**src/rtl/mem_port_arbiter_pkg.sv**
```systemverilog
// Shared types and constants for the IF/MEM memory port arbiter.
package mem_port_arbiter_pkg;

    localparam int MEM_ADDR_W = 16;
    localparam int MEM_DATA_W = 16;

    typedef logic [MEM_ADDR_W-1:0] MemAddr;
    typedef logic [MEM_DATA_W-1:0] MemValue;

    // UART data register is a normal backend access; status is answered locally
    localparam MemAddr UartAddr     = 16'hBF00;
    localparam MemAddr UartStatAddr = 16'hBF01;

    typedef enum logic [1:0] {
        ST_IDLE  = 2'd0,
        ST_LOCAL = 2'd1,
        ST_WAIT  = 2'd2,
        ST_DONE  = 2'd3
    } arb_state_e;

    typedef enum logic {
        OWN_IF  = 1'b0,
        OWN_MEM = 1'b1
    } owner_e;

    // Status word layout: bit1 = receive data available, bit0 = transmitter idle
    function automatic MemValue uart_status_word(input logic rx_avail, input logic tx_idle);
        return {{(MEM_DATA_W-2){1'b0}}, rx_avail, tx_idle};
    endfunction

endpackage

```
**src/rtl/mem_timeout_ctr.sv**
```systemverilog
// Cycle counter bounding how long a backend transaction may stay outstanding.
// expired is high in the TIMEOUT-th enabled cycle after a clear; never when TIMEOUT = 0.
module mem_timeout_ctr #(
    parameter int TIMEOUT = 1024
) (
    input  logic clk,
    input  logic rst,
    input  logic clr,
    input  logic en,
    output logic expired
);

    localparam int          CW      = (TIMEOUT > 1) ? $clog2(TIMEOUT) : 1;
    localparam int unsigned LAST_I  = (TIMEOUT == 0) ? 32'd0 : TIMEOUT - 1;
    localparam logic [CW-1:0] LAST  = LAST_I[CW-1:0];
    localparam logic          ACTIVE = (TIMEOUT != 0);

    logic [CW-1:0] count_r;

    // Count enabled cycles; clear has priority so every WAIT entry starts from zero
    always_ff @(posedge clk) begin
        if (rst) begin
            count_r <= '0;
        end else if (clr) begin
            count_r <= '0;
        end else if (en) begin
            count_r <= count_r + CW'(1);
        end else begin
            count_r <= count_r;
        end
    end

    assign expired = ACTIVE && en && (count_r == LAST);

endmodule

```
**src/rtl/mem_port_arbiter.sv**
```systemverilog
// Arbitrates the single RAM1/UART port between instruction fetch and data memory.
// MEM beats IF; UART status reads are answered locally; hung backend accesses time out.
module mem_port_arbiter
    import mem_port_arbiter_pkg::*;
#(
    parameter int                ADDR_W         = 16,
    parameter int                DATA_W         = 16,
    parameter logic [ADDR_W-1:0] UART_DATA_ADDR = UartAddr,
    parameter logic [ADDR_W-1:0] UART_STAT_ADDR = UartStatAddr,
    parameter int                TIMEOUT        = 1024
) (
    input  logic              clk,
    input  logic              rst,
    input  logic              if_req,
    input  logic [ADDR_W-1:0] if_addr,
    output logic              if_ready,
    output logic [DATA_W-1:0] if_rdata,
    input  logic              mem_req,
    input  logic              mem_we,
    input  logic [ADDR_W-1:0] mem_addr,
    input  logic [DATA_W-1:0] mem_wdata,
    output logic              mem_ready,
    output logic [DATA_W-1:0] mem_rdata,
    output logic              be_need_to_work,
    output logic              be_rd,
    output logic              be_wr,
    output logic [ADDR_W-1:0] be_addr,
    output logic [DATA_W-1:0] be_wdata,
    output logic [31:0]       be_act,
    input  logic              be_done,
    input  logic [DATA_W-1:0] be_result,
    input  logic              uart_rx_avail,
    input  logic              uart_tx_idle,
    output logic              timeout_err
);

    arb_state_e        state_r;
    owner_e            owner_r;
    logic              we_r;

    logic              grant_valid_s;
    owner_e            grant_owner_s;
    logic [ADDR_W-1:0] grant_addr_s;
    logic              grant_we_s;
    logic [DATA_W-1:0] grant_wdata_s;
    logic              stat_hit_s;

    logic              finish_s;
    logic [DATA_W-1:0] finish_data_s;
    logic              finish_to_s;
    logic              expired_s;

    // Timeout counter: held clear while idle so it starts at zero on WAIT entry
    mem_timeout_ctr #(
        .TIMEOUT (TIMEOUT)
    ) u_timeout (
        .clk     (clk),
        .rst     (rst),
        .clr     (state_r == ST_IDLE),
        .en      (state_r == ST_WAIT),
        .expired (expired_s)
    );

    // Fixed-priority grant selection; IF requests are always reads
    always_comb begin
        grant_valid_s = 1'b0;
        grant_owner_s = OWN_IF;
        grant_addr_s  = '0;
        grant_we_s    = 1'b0;
        grant_wdata_s = '0;
        if (mem_req) begin
            grant_valid_s = 1'b1;
            grant_owner_s = OWN_MEM;
            grant_addr_s  = mem_addr;
            grant_we_s    = mem_we;
            grant_wdata_s = mem_wdata;
        end else if (if_req) begin
            grant_valid_s = 1'b1;
            grant_owner_s = OWN_IF;
            grant_addr_s  = if_addr;
        end else begin
            grant_valid_s = 1'b0;
        end
    end

    // The UART data register always belongs to the backend, even if misconfigured onto status
    assign stat_hit_s = (grant_addr_s == UART_STAT_ADDR) && (UART_STAT_ADDR != UART_DATA_ADDR);

    // Completion decision for LOCAL and WAIT; a real completion beats a same-cycle timeout
    always_comb begin
        finish_s      = 1'b0;
        finish_data_s = '0;
        finish_to_s   = 1'b0;
        case (state_r)
            ST_LOCAL: begin
                finish_s = 1'b1;
                if (we_r) begin
                    finish_data_s = '0;
                end else begin
                    finish_data_s = DATA_W'(uart_status_word(uart_rx_avail, uart_tx_idle));
                end
            end
            ST_WAIT: begin
                if (be_done) begin
                    finish_s      = 1'b1;
                    finish_data_s = be_result;
                end else if (expired_s) begin
                    finish_s      = 1'b1;
                    finish_data_s = '1;
                    finish_to_s   = 1'b1;
                end else begin
                    finish_s      = 1'b0;
                end
            end
            default: begin
                finish_s = 1'b0;
            end
        endcase
    end

    // Transaction FSM with all pipeline- and backend-facing outputs registered
    always_ff @(posedge clk) begin
        if (rst) begin
            state_r         <= ST_IDLE;
            owner_r         <= OWN_IF;
            we_r            <= 1'b0;
            be_act          <= 32'd0;
            be_need_to_work <= 1'b0;
            be_rd           <= 1'b0;
            be_wr           <= 1'b0;
            be_addr         <= '0;
            be_wdata        <= '0;
            if_ready        <= 1'b0;
            mem_ready       <= 1'b0;
            if_rdata        <= '0;
            mem_rdata       <= '0;
            timeout_err     <= 1'b0;
        end else begin
            if_ready    <= 1'b0;
            mem_ready   <= 1'b0;
            timeout_err <= 1'b0;
            case (state_r)
                ST_IDLE: begin
                    if (grant_valid_s) begin
                        // be_addr/be_wdata double as the latched request fields
                        owner_r  <= grant_owner_s;
                        we_r     <= grant_we_s;
                        be_addr  <= grant_addr_s;
                        be_wdata <= grant_wdata_s;
                        if (stat_hit_s) begin
                            state_r <= ST_LOCAL;
                        end else begin
                            // Fresh tag lets the backend ignore a stale completion after a timeout
                            be_act          <= be_act + 32'd1;
                            be_need_to_work <= 1'b1;
                            be_rd           <= ~grant_we_s;
                            be_wr           <= grant_we_s;
                            state_r         <= ST_WAIT;
                        end
                    end else begin
                        state_r <= ST_IDLE;
                    end
                end
                ST_LOCAL, ST_WAIT: begin
                    if (finish_s) begin
                        be_need_to_work <= 1'b0;
                        be_rd           <= 1'b0;
                        be_wr           <= 1'b0;
                        timeout_err     <= finish_to_s;
                        if (owner_r == OWN_MEM) begin
                            mem_ready <= 1'b1;
                            mem_rdata <= finish_data_s;
                        end else begin
                            if_ready  <= 1'b1;
                            if_rdata  <= finish_data_s;
                        end
                        state_r <= ST_DONE;
                    end else begin
                        state_r <= state_r;
                    end
                end
                ST_DONE: begin
                    state_r <= ST_IDLE;
                end
                default: begin
                    state_r <= ST_IDLE;
                end
            endcase
        end
    end

endmodule

```
**config.mk**
```make
export PLATFORM = sky130hd
export DESIGN_NAME = mem_port_arbiter
export DESIGN_NICKNAME = d
export VERILOG_FILES = /design/src/rtl/mem_port_arbiter_pkg.sv /design/src/rtl/mem_timeout_ctr.sv /design/src/rtl/mem_port_arbiter.sv
export SDC_FILE = /design/constraint.sdc
export NUM_CORES = 1
export LEC_CHECK = 0
export CAP_MARGIN = 40
export CORE_ASPECT_RATIO = 0.9
export CORE_MARGIN = 10
export CORE_UTILIZATION = 50
export DETAILED_ROUTE_END_ITERATION = 8
export GPL_ROUTABILITY_DRIVEN = 0
export MAX_ROUTING_LAYER = met4
export PLACE_DENSITY = 0.83
export SKIP_CTS_REPAIR_TIMING = 1
export SKIP_LAST_GASP = 1
export SLEW_MARGIN = 40
export SYNTH_ARGS = -nofsm -noshare
export SYNTH_HDL_FRONTEND = slang
export SYNTH_HIERARCHICAL = 1
export SYNTH_SLANG_ARGS = --single-unit
```
**constraint.sdc**
```tcl
create_clock -name clk -period 4 [get_ports clk]
set_clock_uncertainty 0.05 [all_clocks]
set_input_delay 0.8 -clock clk [delete_from_list [all_inputs] [get_ports clk]]
set_output_delay 0.8 -clock clk [all_outputs]
set_load 0.01 [all_outputs]
```
==> metrics.md, run 1 <==
| Metric | Value |
|---|---|
| Area occupied by registers | about 0.0023 mm2 |
| Clock sinks | around 120 |
| Sequential share of the synthesized area | 0.434 |
| Via count of the routed design | about 5600 |
| Largest vdd supply drop | between 0.4 and 0.5 mV |
| FF+latch count, synth | 116 |
| Critical Path RT | 4.26 ns |
| Gate Count Post-Synth | roughly 660 |
| Total congestion overflow | 0 |
| Buffer type at the clock tree root | clkbuf_16 |
| Distinct cells, synth | 60 |
| Antenna diode count | 0 |
| Largest net degree at the start of global routing | 62 |
| Clock-pin slew on the worst setup and hold paths | around 0.050 ns |
| Cell type of the slowest stage on the worst timing path | clkdlybuf4s50_1 |
| Post-layout min period | between 3 and 4 ns |
| Cell area after layout | roughly 0.0076 mm2 |
| Post-DR wirelength/cell | ~19 um |
| Max Cap Viol | 0 |
| Level count of the clock H-tree | 4 |
| Max Buffers Root-to-Sink | 2 |
| Detailed router's first-iteration violation count | about 430 |
| Final WL | between 15 and 20 mm |
| Wire length of the first global-routing pass | about 29 mm |
| Leak pwr | 0.00268 uW |
| Row count | 35 |
| TritonCTS buffer count | 17 |
| Fraction of layout cells with a size suffix above 1 | 0.0737 |
| Count of TritonRoute iterations in the first routing pass | 6 |
| Number of enable flip-flop cells after synthesis | 0 |
| CP peak stage delay | 0.64 ns |
| Final net count | 895 |
| Average vias per placed instance | between 5 and 6 |
| CORE AREA | approximately 0.010 mm2 |
| Post-synthesis cell type with the largest combined area | dfxtp_1 |
| Crit end category | flip-flop |
| TritonCTS clock tree | yes |
| Total routing resource utilization after global routing | 0.235 |
| Antenna Nets Post-Route | 0 |
| Final setup viols | 0 |
| Cell chain of the critical path | clkdlybuf4s50_1 > or4bb_1 > a22oi_1 > o221a_2 > buf_4 > o311ai_0 > o41ai_1 |
| Top post-synthesis cells by area | dfxtp_1, a21oi_1, nand2_1, o21ai_0, nand3_1 |
| Initial antenna violation count | 0 |
| Critical Path Source Type | input port |
| Achievable frequency | approximately 320 MHz |
| Number of warnings printed during yosys synthesis | 6 |
| Outcome | completed |
| Area of the multi-input gates | 0.00264 mm2 |
| Unrepaired setup endpoints after global routing | no |
| Critical path start-end classification | input port to flip-flop |
| Count of final hold-check violations | 0 |
| Chip Width | ~130 um |
| Final Cycle Share | 0.773 |
| Area growth from synthesis to final layout | 42.9% |
| Total die area | around 0.015 mm2 |
| Remaining max-slew budget at the tightest pin | 0.447 |
| Number of global-route vias before repair | about 5700 |
| Post-synthesis net count | 740 |
| Port buffer count | between 150 and 200 |
| Clock Latency Late Sink | just over 0.4 ns |
| DRC Markers | 0 |
| Arrival @ worst endpoint | between 3 and 4 ns |
| Commonest register cell after synthesis | dfxtp_1 |
| Area of the mapped netlist | between 0.005 and 0.006 mm2 |
| Path category of the worst min-delay check | flip-flop to flip-flop |
| Number of slew-limit violations in the final report | 0 |
| Initial standard-cell utilization of the core | 0.518 |
| Layout fillers | 753 |
| Die Y | roughly 120 um |
| Total negative slack for setup checks | 0 ns |
| Final HPWL DP | 12.9 mm |
| Top cells by instance count after synthesis | dfxtp_1, a21oi_1, nand2_1 |
| Post-synth top area share | 0.434 |
| Slew at the pin closest to its max-slew limit | between 0.8 and 0.9 ns |
| Cell with the most instances after synthesis | dfxtp_1 |
| CP max FO | 30 |
| Power density cells | 528 mW/mm2 |
| Area of placed instances | between 0.007 and 0.008 mm2 |
| Synthesized area per cell | a little over 8 um2 |
| Proportion of synthesized flip-flops having asynchronous set or reset | 0 |
| IO Pins | approximately 170 |
layer usage:
metal  track usage  share of wire  vias to the layer above
met1         0.249           0.39                     2660
met3        0.0947          0.098                       28
met2         0.386           0.49                      216
li1              -              -                     2694
met4        0.0838          0.021                        0
met5             -              0                        -
final cells by class:
cell class	instances	share of cell area
Timing Repair Buffer	187	0.240
Sequential cell	116	0.304
Clock inverter	10	0.0141
Clock buffer	21	0.0602
Inverter	32	0.0157
Multi-Input combinational cell	462	0.345
Tap cell	129	0.0211
critical path, delay by kind of cell:
kind	cells	cell delay, ns
buf+inv	2	1.00
compound gates	4	0.97
simple gates	1	0.59
cells by family after synthesis:
family	Yosys count	synth area share
flops	116	0.434
fa+ha+maj	7	0.0164
buf+inv	83	0.0748
simple gates	238	0.226
xor+xnor	4	0.00655
compound gates	206	0.228
mux	7	0.0150
path summary, 6_finish.rpt:
path | to | start | slack (ns) | cells after the start
setup / recovery | be_act[4]$_SDFFE_PP0P_ | mem_req | 0.91 | 7
hold / removal | be_wdata[11]$_SDFFE_PP0P_ | be_wdata[11]$_SDFFE_PP0P_ | 0.40 | 2
setup reg to reg | if_rdata[1]$_SDFFE_PP0P_ | state_r[0]$_SDFFE_PP0P_ | 1.01 | 11
hold reg to reg | be_wdata[11]$_SDFFE_PP0P_ | be_wdata[11]$_SDFFE_PP0P_ | 0.40 | 2
placed cells by master (no fill, tap or decap), drive strengths merged, types with 3 or more instances in the layout:
cell           netlist  final
clkdlybuf4s50        0    172
dfxtp              116    116
a21oi              100    100
nand2               88     88
o21ai               41     41
inv                 31     31
nand3               31     31
nor2                29     29
clkbuf              37     21
or4                 18     18
o31ai               15     15
buf                 14     15
o22ai               13     13
nand4               13     13
nor4                10     10
or3                 10     10
or2                  9      9
nor3                 8      8
o41ai                8      8
o311ai               7      7
ha                   7      7
clkinv               1      6
mux2                 5      5
nor2b                4      4
nand2b               4      4
o21a                 4      4
a211oi               4      4
o31a                 3      3
clkinvlp             0      3
xor2                 3      3
power breakdown:
part           internal [uW]  leakage, uW  switching (uW)
logic                    498      0.00146             699
clock network            939     0.000274             533
registers               1280     0.000942            84.5
state kept, by name (all words and copies together) (netlist names):
signal and count:
be_act 32, be_addr 16, be_wdata 16, if_rdata 16, mem_rdata 16, u_timeout/count_r 10, state_r 2, be_need_to_work 1
be_rd 1, be_wr 1, if_ready 1, mem_ready 1, owner_r 1, timeout_err 1, we_r 1
stage by stage:
stage / hold WS [ns] / setup slack [ns] / util / power, uW / cells
after floorplan: 0.402 / 1.30 / - / 2050 / 661
after global placement: 0.388 / 0.626 / 0.684 / 2510 / 925
after detailed placement: 0.395 / 0.519 / 0.684 / 2550 / 925
final: 0.397 / 0.906 / 0.740 / 4030 / 957
after global routing: 0.413 / 0.687 / 0.740 / 4230 / 957
after CTS: 0.399 / 0.942 / 0.739 / 4020 / 956
Note: power is estimated with default switching activity, not from simulation.
==> run 2, diff against run 1 <==
--- a/config.mk
+++ b/config.mk
@@ -8,11 +8,11 @@
 export CAP_MARGIN = 40
 export CORE_ASPECT_RATIO = 0.9
 export CORE_MARGIN = 10
-export CORE_UTILIZATION = 50
+export CORE_UTILIZATION = 46
 export DETAILED_ROUTE_END_ITERATION = 8
 export GPL_ROUTABILITY_DRIVEN = 0
 export MAX_ROUTING_LAYER = met4
-export PLACE_DENSITY = 0.83
+export PLACE_DENSITY = 0.77
 export SKIP_CTS_REPAIR_TIMING = 1
 export SKIP_LAST_GASP = 1
 export SLEW_MARGIN = 40
==> constraint.sdc (replaced) <==
create_clock -name clk -period 2.9 [get_ports clk]
set_clock_uncertainty 0.05 [all_clocks]
set_input_delay 0.58 -clock clk [delete_from_list [all_inputs] [get_ports clk]]
set_output_delay 0.58 -clock clk [all_outputs]
set_load 0.01 [all_outputs]
==> metrics.md, run 2 (synthesized netlist as in run 1, its figures left out) <==
| Metric | Value |
|---|---|
| Remaining max-slew budget at the tightest pin | 0.587 (+0.140) |
| Total die area | 0.0164 mm2 (+7.3%) |
| Largest vdd supply drop | 0.473 mV (+15%) |
| Post-layout min period | 2.64 ns |
| Max Cap Viol | 0 (unchanged) |
| Detailed router's first-iteration violation count | 469 (+8.6%) |
| Average vias per placed instance | 5.67 (-3.1%) |
| Unrepaired setup endpoints after global routing | no |
| Largest reg by FF count | be_act |
| TritonCTS clock tree | yes |
| Total routing resource utilization after global routing | 0.221 (-0.0134) |
| Path category of the worst min-delay check | flip-flop to flip-flop |
| Most common cell after layout, fill and taps aside | clkdlybuf4s50_1 |
| Power density cells | 747 mW/mm2 (+42%) |
| Critical Path RT | 3.13 ns (-1.13 ns) |
| Post-layout total power | 5910 uW (+47%) |
| Met1 Resource Use GR | 0.250 (+0.000894) |
| Largest net degree at the start of global routing | 96 (+55%) |
| Count of final hold-check violations | 0 (unchanged) |
| Cell area after layout | 0.00792 mm2 (+3.6%) |
| Fin Hold WS | 0.402 ns (+0.00488 ns) |
| Crit end category | flip-flop |
| IO Pins | 174 (unchanged) |
| Initial standard-cell utilization of the core | 0.470 (-0.0479) |
| Cell chain of the critical path | clkdlybuf4s50_1 > buf_4 > or4bb_1 > a22oi_1 > o221a_2 > buf_12 > buf_4 > buf_4 > or3_1 > a21oi_1 |
| Busiest layer in global routing | met2 |
| Row count | 37 (+5.7%) |
| Fraction of layout cells with a size suffix above 1 | 0.0904 (+0.0167) |
| Critical Path Source Type | input port |
| Number of global-route vias before repair | 5485 (-4.5%) |
| Achievable frequency | ~380 MHz |
| Number of flip-flops in the largest register | 32 (unchanged) |
| Final WL | 18.0 mm (+0.71%) |
| Count of TritonRoute iterations in the first routing pass | 6 (unchanged) |
| Commonest cells after routing, fill and taps aside | clkdlybuf4s50_1, dfxtp_1, a21oi_1, nand2_1, o21ai_0 |
| Clock Latency Late Sink | 0.41 ns (about the same) |
| Final setup viols | 0 (unchanged) |
| Critical Path Most Common Cell | buf_4 |
| Initial antenna violation count | 0 (unchanged) |
| Number of slew-limit violations in the final report | 0 (unchanged) |
| Port buffer count | 173 (unchanged) |
| Die Y | 122 um (+3.5%) |
| Level count of the clock H-tree | 4 (unchanged) |
| CP max FO | 19 (-37%) |
| Final net count | 907 (+1.3%) |
| Antenna diode count | 0 (unchanged) |
| Wire length of the first global-routing pass | 28.7 mm (+0.51%) |
| Max Buffers Root-to-Sink | 2 (unchanged) |
| Final Cycle Share | 0.911 |
| Chip Width | 134 um (+3.6%) |
| Clock sinks | 116 (unchanged) |
| Final core utilization | 0.695 (-0.0445) |
| Final HPWL DP | 13.2 mm (+2.3%) |
| Outcome | completed |
| Arrival @ worst endpoint | 2.87 ns (-0.48 ns) |
| CORE AREA | 0.0114 mm2 (+10%) |
| Post-DR wirelength/cell | 18.0 um (-3.3%) |
| Buffer type at the clock tree root | clkbuf_16 |
| Critical path start-end classification | input port to flip-flop |
| Clock-pin slew on the worst setup and hold paths | 0.06 ns (about the same) |
| Area growth from synthesis to final layout | 48.0% |
| DRC Markers | 0 (unchanged) |
| Slew at the pin closest to its max-slew limit | 0.618 ns (-0.210 ns) |
| GR Util met3 | 0.0919 (-0.00282) |
| TritonCTS buffer count | 17 (unchanged) |
| Total congestion overflow | 0 (unchanged) |
| Area of placed instances | 0.00723 mm2 (+2.3%) |
| Antenna Nets Post-Route | 0 (unchanged) |
| Met2 Use GR | 0.354 (-0.0319) |
| Leak pwr | 0.00279 uW (+4.2%) |
| Cell type of the slowest stage on the worst timing path | or4bb_1 |
| Via count of the routed design | 5649 (+0.91%) |
| CP peak stage delay | 0.49 ns (-0.15 ns) |
==> run 2: metrics by stage <==
stage          worst slack (ns)  TNS [ns]  std cells
2_1_floorplan             0.196         0        661
3_3_place_gp             0.0651         0        964
3_5_place_dp            -0.0343   -0.0367        964
4_1_cts                   0.205         0        996
5_1_grt                  0.0659         0        997
6_report                  0.258         0        997
==> run 2: layer usage <==
metal,up-vias,share of wire,wire (um)
li1,2725,-,-
met1,2688,0.41,7380
met2,219,0.48,8700
met3,17,0.092,1650
met4,0,0.014,244
met5,-,0,0
==> run 2: report_power, final <==
| group | switching, uW | total, uW | leakage, uW | internal [uW] |
|---|---|---|---|---|
| Clock | 751 | 2380 | 0.000319 | 1630 |
| Sequential | 121 | 1890 | 0.000942 | 1770 |
| Combinational | 954 | 1640 | 0.00153 | 687 |
| Total | 1830 | 5910 | 0.00279 | 4090 |
==> run 2: worst max-delay path, delay by kind of cell <==
family	cells	cell delay, ns
AO/OA/AOI/OAI	3	0.62
AND/OR/NAND/NOR	2	0.60
buffers and inverters	5	1.08
==> run 2: cell type report <==
class | count | area [um2]
clock buffer | 19 | 443
tap | 156 | 195
timing repair buffer | 199 | 1960
multi-input combinational | 462 | 2650
sequential | 116 | 2320
fill | 914 | 3470
clock inverter | 13 | 230
inverter | 32 | 120
==> run 2: final timing paths <==
check	from	end	slack, ns	cells past startpoint
worst min-delay path	mem_rdata[14]$_SDFFE_PP0P_	mem_rdata[14]$_SDFFE_PP0P_	0.40	2
worst min register to register	mem_rdata[14]$_SDFFE_PP0P_	mem_rdata[14]$_SDFFE_PP0P_	0.40	2
worst max-delay path	mem_req	be_act[31]$_SDFFE_PP0P_	0.26	10
worst max register to register	state_r[0]$_SDFFE_PP0P_	if_rdata[1]$_SDFFE_PP0P_	0.34	11
